**config.mk**
```make
export PLATFORM = sky130hd
export DESIGN_NAME = dsp_mult_arbiter
export DESIGN_NICKNAME = d
export VERILOG_FILES = /design/src/rtl/npu_pkg.sv /design/src/rtl/dsp_mult.sv /design/src/rtl/dsp_mult_arbiter.sv
export SDC_FILE = /design/constraint.sdc
export NUM_CORES = 1
export LEC_CHECK = 0
export CAP_MARGIN = 20
export CORE_MARGIN = 2
export CORE_UTILIZATION = 29
export CTS_CLUSTER_DIAMETER = 60
export DETAILED_ROUTE_END_ITERATION = 10
export PLACE_DENSITY_LB_ADDON = 0.05
export SYNTH_ARGS = -nofsm -noshare
export SYNTH_HDL_FRONTEND = slang
export SYNTH_SLANG_ARGS = --single-unit
```
**constraint.sdc**
```tcl
create_clock -name clk -period 5 [get_ports clk]
set_clock_uncertainty 0.15 [all_clocks]
set_input_delay 1.5 -clock clk [delete_from_list [all_inputs] [get_ports clk]]
set_output_delay 1.5 -clock clk [all_outputs]
set_load 0.05 [all_outputs]
```
**src/rtl/npu_pkg.sv**
```systemverilog
// Shared NPU types and constants: the tag that tracks a multiply through the
// DSP pipeline, the DSP latency, and the grant statistics width and saturation.
package npu_pkg;

    localparam int DSP_LAT   = 2;
    localparam int STAT_W    = 16;
    localparam int TAG_IDX_W = 4;

    typedef struct packed {
        logic                 valid;
        logic [TAG_IDX_W-1:0] idx;
    } tag_t;

    function automatic logic [STAT_W-1:0] sat_inc(input logic [STAT_W-1:0] v);
        return (&v) ? v : v + 1'b1;
    endfunction

endpackage

```
**src/rtl/dsp_mult.sv**
```systemverilog
// Two-stage unsigned multiplier: registers operands when en is high, then
// registers the full-width product. rst_n is an active-high asynchronous reset.
module dsp_mult #(
    parameter int W = 8
) (
    input  logic           clk,
    input  logic           rst_n,
    input  logic           en,
    input  logic [W-1:0]   a,
    input  logic [W-1:0]   b,
    output logic [2*W-1:0] p
);

    logic [W-1:0]   a_q, a_d;
    logic [W-1:0]   b_q, b_d;
    logic [2*W-1:0] p_q, p_d;

    always_comb begin
        a_d = en ? a : a_q;
        b_d = en ? b : b_q;
        p_d = (2*W)'(a_q) * (2*W)'(b_q);
    end

    always_ff @(posedge clk or posedge rst_n) begin
        if (rst_n) begin
            a_q <= '0;
            b_q <= '0;
            p_q <= '0;
        end else begin
            a_q <= a_d;
            b_q <= b_d;
            p_q <= p_d;
        end
    end

    assign p = p_q;

endmodule

```
**src/rtl/dsp_mult_arbiter.sv**
```systemverilog
// Round-robin arbiter sharing one dsp_mult among NUM_REQ requesters.
// Define DSP_ARB_STATS_EN to add per-requester saturating grant counters.
module dsp_mult_arbiter
    import npu_pkg::*;
#(
    parameter int NUM_REQ   = 4,
    parameter int BIT_WIDTH = 8
) (
    input  logic                         clk,
    input  logic                         rst_n,
    input  logic [NUM_REQ-1:0]           req_valid,
    output logic [NUM_REQ-1:0]           req_ready,
    input  logic [NUM_REQ*BIT_WIDTH-1:0] req_a,
    input  logic [NUM_REQ*BIT_WIDTH-1:0] req_b,
    input  logic [NUM_REQ-1:0]           req_mask,
    output logic [NUM_REQ-1:0]           resp_valid,
    output logic [2*BIT_WIDTH-1:0]       resp_product,
    output logic                         busy
`ifdef DSP_ARB_STATS_EN
    ,
    input  logic [$clog2(NUM_REQ)-1:0]   stat_sel,
    output logic [STAT_W-1:0]            stat_count
`endif
);

    localparam int IDX_W = $clog2(NUM_REQ);

    logic [NUM_REQ-1:0]   elig;
    logic [NUM_REQ-1:0]   grant;
    logic [IDX_W-1:0]     gnt_idx;
    logic [IDX_W-1:0]     cand;
    logic                 found;
    logic                 xfer;
    logic [IDX_W-1:0]     last_q, last_d;
    logic [BIT_WIDTH-1:0] op_a, op_b;
    tag_t                 tag_q [DSP_LAT];
    tag_t                 tag_d [DSP_LAT];

    assign elig = req_valid & req_mask;

    // Search starts just past the last winner, so the previous grantee goes last.
    always_comb begin
        grant   = '0;
        gnt_idx = '0;
        cand    = '0;
        found   = 1'b0;
        for (int k = 1; k <= NUM_REQ; k++) begin
            cand = IDX_W'((int'(last_q) + k) % NUM_REQ);
            if (!found && elig[cand]) begin
                found   = 1'b1;
                gnt_idx = cand;
            end
        end
        if (found && !rst_n) begin
            grant[gnt_idx] = 1'b1;
        end
    end

    assign req_ready = grant;
    assign xfer      = |grant;
    assign op_a      = req_a[gnt_idx*BIT_WIDTH +: BIT_WIDTH];
    assign op_b      = req_b[gnt_idx*BIT_WIDTH +: BIT_WIDTH];

    always_comb begin
        last_d       = xfer ? gnt_idx : last_q;
        tag_d[0]     = '0;
        tag_d[0].valid = xfer;
        tag_d[0].idx   = TAG_IDX_W'(gnt_idx);
        for (int s = 1; s < DSP_LAT; s++) begin
            tag_d[s] = tag_q[s-1];
        end
    end

    always_ff @(posedge clk or posedge rst_n) begin
        if (rst_n) begin
            last_q <= IDX_W'(NUM_REQ - 1);
            for (int s = 0; s < DSP_LAT; s++) begin
                tag_q[s] <= '0;
            end
        end else begin
            last_q <= last_d;
            for (int s = 0; s < DSP_LAT; s++) begin
                tag_q[s] <= tag_d[s];
            end
        end
    end

    dsp_mult #(
        .W (BIT_WIDTH)
    ) u_mult (
        .clk   (clk),
        .rst_n (rst_n),
        .en    (xfer),
        .a     (op_a),
        .b     (op_b),
        .p     (resp_product)
    );

    always_comb begin
        resp_valid = '0;
        busy       = 1'b0;
        for (int i = 0; i < NUM_REQ; i++) begin
            resp_valid[i] = tag_q[DSP_LAT-1].valid &&
                            (tag_q[DSP_LAT-1].idx == TAG_IDX_W'(i));
        end
        for (int s = 0; s < DSP_LAT; s++) begin
            busy = busy | tag_q[s].valid;
        end
    end

`ifdef DSP_ARB_STATS_EN
    logic [STAT_W-1:0] cnt_q [NUM_REQ];
    logic [STAT_W-1:0] cnt_d [NUM_REQ];

    always_comb begin
        for (int i = 0; i < NUM_REQ; i++) begin
            cnt_d[i] = cnt_q[i];
        end
        if (xfer) begin
            cnt_d[gnt_idx] = sat_inc(cnt_q[gnt_idx]);
        end
    end

    always_ff @(posedge clk or posedge rst_n) begin
        if (rst_n) begin
            for (int i = 0; i < NUM_REQ; i++) begin
                cnt_q[i] <= '0;
            end
        end else begin
            for (int i = 0; i < NUM_REQ; i++) begin
                cnt_q[i] <= cnt_d[i];
            end
        end
    end

    // Non-power-of-two NUM_REQ leaves unused select codes; they read as zero.
    assign stat_count = (int'(stat_sel) < NUM_REQ) ? cnt_q[stat_sel] : '0;
`endif

endmodule

```
==> results.py, run 1 <==
metrics = {
    "run_status": {
        "run_status": "finished, final reports clean",
    },
    "placed_design": {
        "postPlaceCellArea_um2": 5180,
        "post-place-ws_ps": 237,
        "portBuffers": 98,
        "dp_cells": 678,
        "gp_congestion": 0.795,
        "hpwl_um": 7570,
    },
    "hold_path": {
        "holdPathEnd": "tag_q[1]$_DFF_PP0_",
        "worstHoldStart": "tag_d[1]$_DFF_PP0_",
        "hold_path_class": "reg -> reg",
        "holdPathStages": 0,
    },
    "power_and_ir_drop": {
        "internal_power_w": 0.00122,
        "powerDensity_nw_per_um2": 409,
        "switching_share_pct": 44.1,
        "irDropWorstVdd_uv": 149,
        "leakage_nw": 2.46,
        "p_clk_share_pct": 17.2,
        "power_switching_w": 0.000964,
        "p_seq_share_pct": 23.5,
        "p_comb_share_pct": 59.3,
    },
    "cts": {
        "root_buffer": "clkbuf_16",
        "clock_sinks": 40,
        "ctsHoldBuffers": 0,
        "ctsResizeCount": 0,
        "clk_pin_slew_worst_paths_ps": 60,
        "cts_buffers": 5,
        "cts_setup_buffers": 0,
        "clock_path_buffers": 2,
        "h-tree-depth": 2,
        "cts_tree": "done",
        "clock_latency_ps": 290,
    },
    "timing": {
        "tightest_slew_ps": 859,
        "rsz0062_at_grt": "no",
        "post-route-period-util_pct": 95.7,
        "holdWs_ps": 196,
        "fin_crit_ps": 4790,
        "slew_violations": 0,
        "slew_headroom_pct": 42.7,
        "setup_violations": 0,
        "tns_ps": 0,
        "setup_ws_ps": 214,
        "hold_viol_final": 0,
        "timing.fmax_mhz": 209,
    },
    "critical_path": {
        "r2r_end": "u_mult.p[15]$_DFF_PP0_",
        "start_kind": "primary input",
        "r2r_start": "u_mult.a_q[2]$_DFFE_PP0P_",
        "crit_family": "buffers and inverters",
        "end_kind": "primary output",
        "crit_type": "in -> out",
        "worstPathCellList": "clkdlybuf4s50_1 -> a22oi_2 -> a21oi_1 -> o22a_2 -> nor3_1 -> buf_12",
        "cp_num_buf_inv": 2,
        "r2r_setup_slack_ps": 410,
        "cp.required_ps": 3350,
        "crit_path_top_delay_cell": "clkdlybuf4s50_1",
        "critPathMaxStageDelay_ps": 500,
        "critPathMaxFanout": 4,
        "cp.arrival_ps": 3140,
        "ff2ff_path_depth": 13,
    },
    "synth": {
        "synth_ff_type": "dfrtp_1",
        "ys_warn_count": 0,
        "ys_types": 50,
        "syn_avg_cell_area_um2": 9.59,
        "synth-edff-count": 0,
        "synth_cells": 416,
        "async_reset_ff_share_pct": 100,
        "ys_seq_elements": 40,
        "synth_nets": 562,
        "ys_seq_area_share_pct": 25.2,
        "syn_area_um2": 3990,
    },
    "final_layout": {
        "stdcell_area_um2": 5350,
        "fin_nets": 655,
        "fillCellCount": 1377,
        "drive_gt1_share_pct": 9.80,
        "mostFrequentLayoutCells": "clkdlybuf4s50_1 (94), inv_1 (60), nand2_1 (50)",
        "area_delta_synth_final_pct": 34.1,
        "fin_cells": 686,
        "antenna_cells": 0,
        "final_common_cell": "clkdlybuf4s50_1",
    },
    "global_routing": {
        "grt_overflow": 0,
        "antenna_found_initial": 0,
        "grt_start_max_net_pins": 41,
        "track_usage_pct": 13.5,
        "grt_pass1_wl_um": 15700,
        "first_global_vias": 3308,
    },
    "drt": {
        "post_drt_wl_per_cell_um": 13.5,
        "dr.pass1.iters": 5,
        "wl_um": 9230,
        "num_vias": 3204,
        "avgViaCountPerCell": 4.67,
        "remaining_drc_errors": 0,
        "antenna_left": 0,
        "first_iter_violations": 116,
    },
    "floorplanning": {
        "die_area_um2": 14700,
        "io_pins": 99,
        "rows": 42,
        "fp.dieW_um": 121,
        "coreArea_um2": 13300,
        "fp.dieH_um": 121,
        "start_util_pct": 29.9,
    },
    "job": {
        "maxCapViolCount": 0,
    },
}
-- routing by layer --
layer | track usage [%] | routed length, µm | vias to the layer above
li1 | - | - | 1582
met3 | 3.81 | 699 | 9
met5 | 0 | 0 | -
met2 | 21.1 | 4020 | 119
met1 | 17.9 | 4360 | 1494
met4 | 4.45 | 157 | 0
-- Yosys cell counts (2+ instances only) --
library cell / count / share of area [%]
mux2_2: 9 / 2.5
a21oi_1: 15 / 1.9
a222oi_1: 15 / 3.8
clkbuf_1: 14 / 1.3
o21ai_0: 17 / 2.1
nor3_1: 2 / 0.25
xnor2_1: 10 / 2.2
nor2_1: 10 / 0.94
and2_1: 40 / 6.3
dfstp_2: 2 / 1.3
mux2_4: 6 / 2.3
ha_1: 36 / 11
o32a_1: 2 / 0.50
dfrtp_1: 38 / 24
nand3_1: 4 / 0.50
nand2_1: 50 / 4.7
a211oi_1: 2 / 0.38
fa_1: 36 / 18
buf_6: 3 / 0.85
o21bai_1: 2 / 0.38
buf_2: 2 / 0.25
inv_1: 61 / 5.7
a21o_1: 3 / 0.56
o21ai_1: 10 / 1.3
o21a_1: 2 / 0.38
-- worst max-delay path by stage --
| stage | endpoint | start | cells past startpoint |
|---|---|---|---|
| floorplan | req_ready[3] | rst_n | 4 |
| CTS | req_ready[1] | req_valid[2] | 6 |
| detailed placement | req_ready[1] | req_valid[2] | 6 |
| global placement | req_ready[1] | req_valid[2] | 6 |
| finish | req_ready[1] | req_valid[2] | 6 |
| global route | u_mult.p[14]$_DFF_PP0_ | u_mult.b_q[7]$_DFFE_PP0P_ | 14 |
-- power groups by stage --
| stage | sequential (W) | combinational (W) | clock [W] |
|---|---|---|---|
| 2_1_floorplan | 0.000645 | 0.000834 | 0 |
| 3_3_place_gp | 0.000519 | 0.00132 | 0 |
| 6_report | 0.000514 | 0.00130 | 0.000376 |
| 4_1_cts | 0.000517 | 0.00133 | 0.000390 |
| 5_1_grt | 0.000531 | 0.00149 | 0.000404 |
| 3_5_place_dp | 0.000523 | 0.00131 | 0 |
-- through the flow --
step | total power (W) | utilization, %
CTS | 0.00223 | 40.1
global placement | 0.00184 | 38.8
detailed placement | 0.00184 | 38.8
floorplan | 0.00148 | -
finish | 0.00219 | 40.1
global route | 0.00242 | 40.1
-- logic make-up after synthesis --
group	count (synthesis)	synth area share [%]
AND/OR/NAND/NOR	116	14.7
buffers and inverters	81	8.53
adder cells (fa/ha/maj)	72	29.4
AO/OA/AOI/OAI	80	14.8
multiplexers	16	5.05
flip-flops	40	25.2
XOR/XNOR	11	2.42
-- sequential cells by signal, summed over array words and instances (netlist names) --
register,count
u_mult.b_q,8
u_mult.a_q,8
tag_q,3
last_q,2
tag_d,3
u_mult.p,16
-- cell type report --
class / instances / area [µm²] / share of cell area (%)
timing repair buffer: 106 / 1070 / 20.0
tap: 176 / 220 / 4.12
clock inverter: 3 / 42.5 / 0.796
inverter: 61 / 233 / 4.35
sequential: 40 / 1000 / 18.8
multi-input combinational: 295 / 2660 / 49.6
clock buffer: 5 / 125 / 2.34
Power figures use the tool's default switching activity.
==> run 2: changes to the inputs <==
CORE_MARGIN = not set   (was 2)
CORE_UTILIZATION = 52   (was 29)
CTS_BUF_LIST = sky130_fd_sc_hd__clkbuf_8   (was not set)
==> results.py, run 2 (same netlist as run 1, synthesis figures left out) <==
metrics = {
    "timing": {
        "tightest_slew_ps": 796,
        "tns_ps": 0,
        "post-route-period-util_pct": 96.2,
        "rsz0062_at_grt": "no",
        "slew_headroom_pct": 46.9,
        "slew_violations": 0,
        "setup_violations": 0,
        "holdWs_ps": 209,
        "timing.fmax_mhz": 208,
        "hold_viol_final": 0,
        "fin_crit_ps": 4810,
    },
    "placed_design": {
        "portBuffers": 98,
        "hpwl_um": 6900,
        "gp_congestion": 0.900,
        "dp_cells": 598,
    },
    "cts": {
        "cts_buffers": 5,
        "root_buffer": "clkbuf_8",
        "ctsResizeCount": 0,
        "clock_sinks": 40,
        "clock_path_buffers": 2,
        "cts_tree": "done",
        "clk_pin_slew_worst_paths_ps": 80,
        "cts_setup_buffers": 0,
        "ctsHoldBuffers": 0,
        "h-tree-depth": 2,
        "clock_latency_ps": 300,
    },
    "critical_path": {
        "crit_family": "buffers and inverters",
        "cp_num_buf_inv": 2,
        "crit_type": "in -> out",
        "start_kind": "primary input",
        "critPathMaxStageDelay_ps": 500,
        "r2r_setup_slack_ps": 420,
        "critPathMaxFanout": 4,
        "cp.arrival_ps": 3160,
        "cp.required_ps": 3350,
        "worstPathCellList": "clkdlybuf4s50_1 -> a22oi_2 -> a21oi_1 -> o22a_2 -> nor3_1 -> buf_12",
        "end_kind": "primary output",
        "crit_path_top_delay_cell": "clkdlybuf4s50_1",
    },
    "final_layout": {
        "area_delta_synth_final_pct": 30.4,
        "mostFrequentLayoutCells": "clkdlybuf4s50_1 (94), inv_1 (61), nand2_1 (50)",
        "fin_cells": 607,
        "fillCellCount": 547,
        "largest_reg_flops": 16,
        "drive_gt1_share_pct": 9.25,
        "fin_nets": 653,
        "final_common_cell": "clkdlybuf4s50_1",
        "antenna_cells": 0,
    },
    "global_routing": {
        "grt_start_max_net_pins": 41,
        "first_global_vias": 3194,
        "antenna_found_initial": 0,
        "track_usage_pct": 23.7,
        "grt_pass1_wl_um": 14600,
        "grt_overflow": 0,
    },
    "drt": {
        "num_vias": 3252,
        "post_drt_wl_per_cell_um": 14.1,
        "dr.pass1.iters": 7,
        "avgViaCountPerCell": 5.36,
        "antenna_left": 0,
        "wl_um": 8560,
        "first_iter_violations": 216,
        "remaining_drc_errors": 0,
    },
    "floorplanning": {
        "rows": 31,
        "io_pins": 99,
        "coreArea_um2": 7330,
        "die_area_um2": 8030,
        "fp.dieH_um": 89.6,
        "start_util_pct": 54.4,
        "fp.dieW_um": 89.6,
    },
    "power_and_ir_drop": {
        "leakage_nw": 2.44,
        "irDropWorstVdd_uv": 157,
        "powerDensity_nw_per_um2": 409,
    },
    "hold_path": {
        "hold_path_class": "reg -> reg",
    },
    "run_status": {
        "run_status": "finished, final reports clean",
    },
    "job": {
        "maxCapViolCount": 0,
    },
}
## run 2: power by group
group / internal [W] / switching [W] / leakage [nW] / total [W]
Clock: 0.000198 / 0.000120 / 0.0695 / 0.000318
Sequential: 0.000421 / 0.0000916 / 0.500 / 0.000513
Combinational: 0.000565 / 0.000731 / 1.87 / 0.00130
## run 2: stage by stage
step / power (W) / setup WS, ps / cell area (µm²) / utilization [%]
global placement: 0.00178 / 255 / 5060 / 69.0
floorplan: 0.00148 / 220 / 4000 / -
finish: 0.00213 / 189 / 5200 / 71.0
CTS: 0.00215 / 205 / 5190 / 70.8
detailed placement: 0.00181 / 237 / 5060 / 69.0
global route: 0.00234 / 89.1 / 5200 / 71.0
## run 2: layout make-up
cell class,instances,area (µm²),area share (%)
clock buffers,5,68.8,1.32
clock inverters,3,63.8,1.23
inverters,61,233,4.47
multi-input cells,295,2660,51.0
flip-flops and latches,40,1000,19.3
well taps,99,124,2.38
repair buffers,104,1050,20.3
## run 2: final timing paths
kind,startpoint,endpoint,cells past startpoint
max,req_valid[2],req_ready[1],6
min,tag_d[1]$_DFF_PP0_,tag_q[1]$_DFF_PP0_,0
max reg2reg,u_mult.b_q[7]$_DFFE_PP0P_,u_mult.p[14]$_DFF_PP0_,14
min reg2reg,tag_d[1]$_DFF_PP0_,tag_q[1]$_DFF_PP0_,0
max in group asynchronous,rst_n,last_q[1]$_DFFE_PP1P_,3
min in group asynchronous,rst_n,tag_d[4]$_DFF_PP0_,3
## run 2: layer usage
metal / vias to the layer above / share of wire, % / track usage [%] / wire, µm
met1: 1549 / 44 / 30.7 / 3730
li1: 1573 / - / - / -
met3: 8 / 7.2 / 6.12 / 615
met5: - / 0 / 0 / 0
met4: 0 / 1.1 / 5.05 / 91
met2: 122 / 48 / 40.0 / 4130
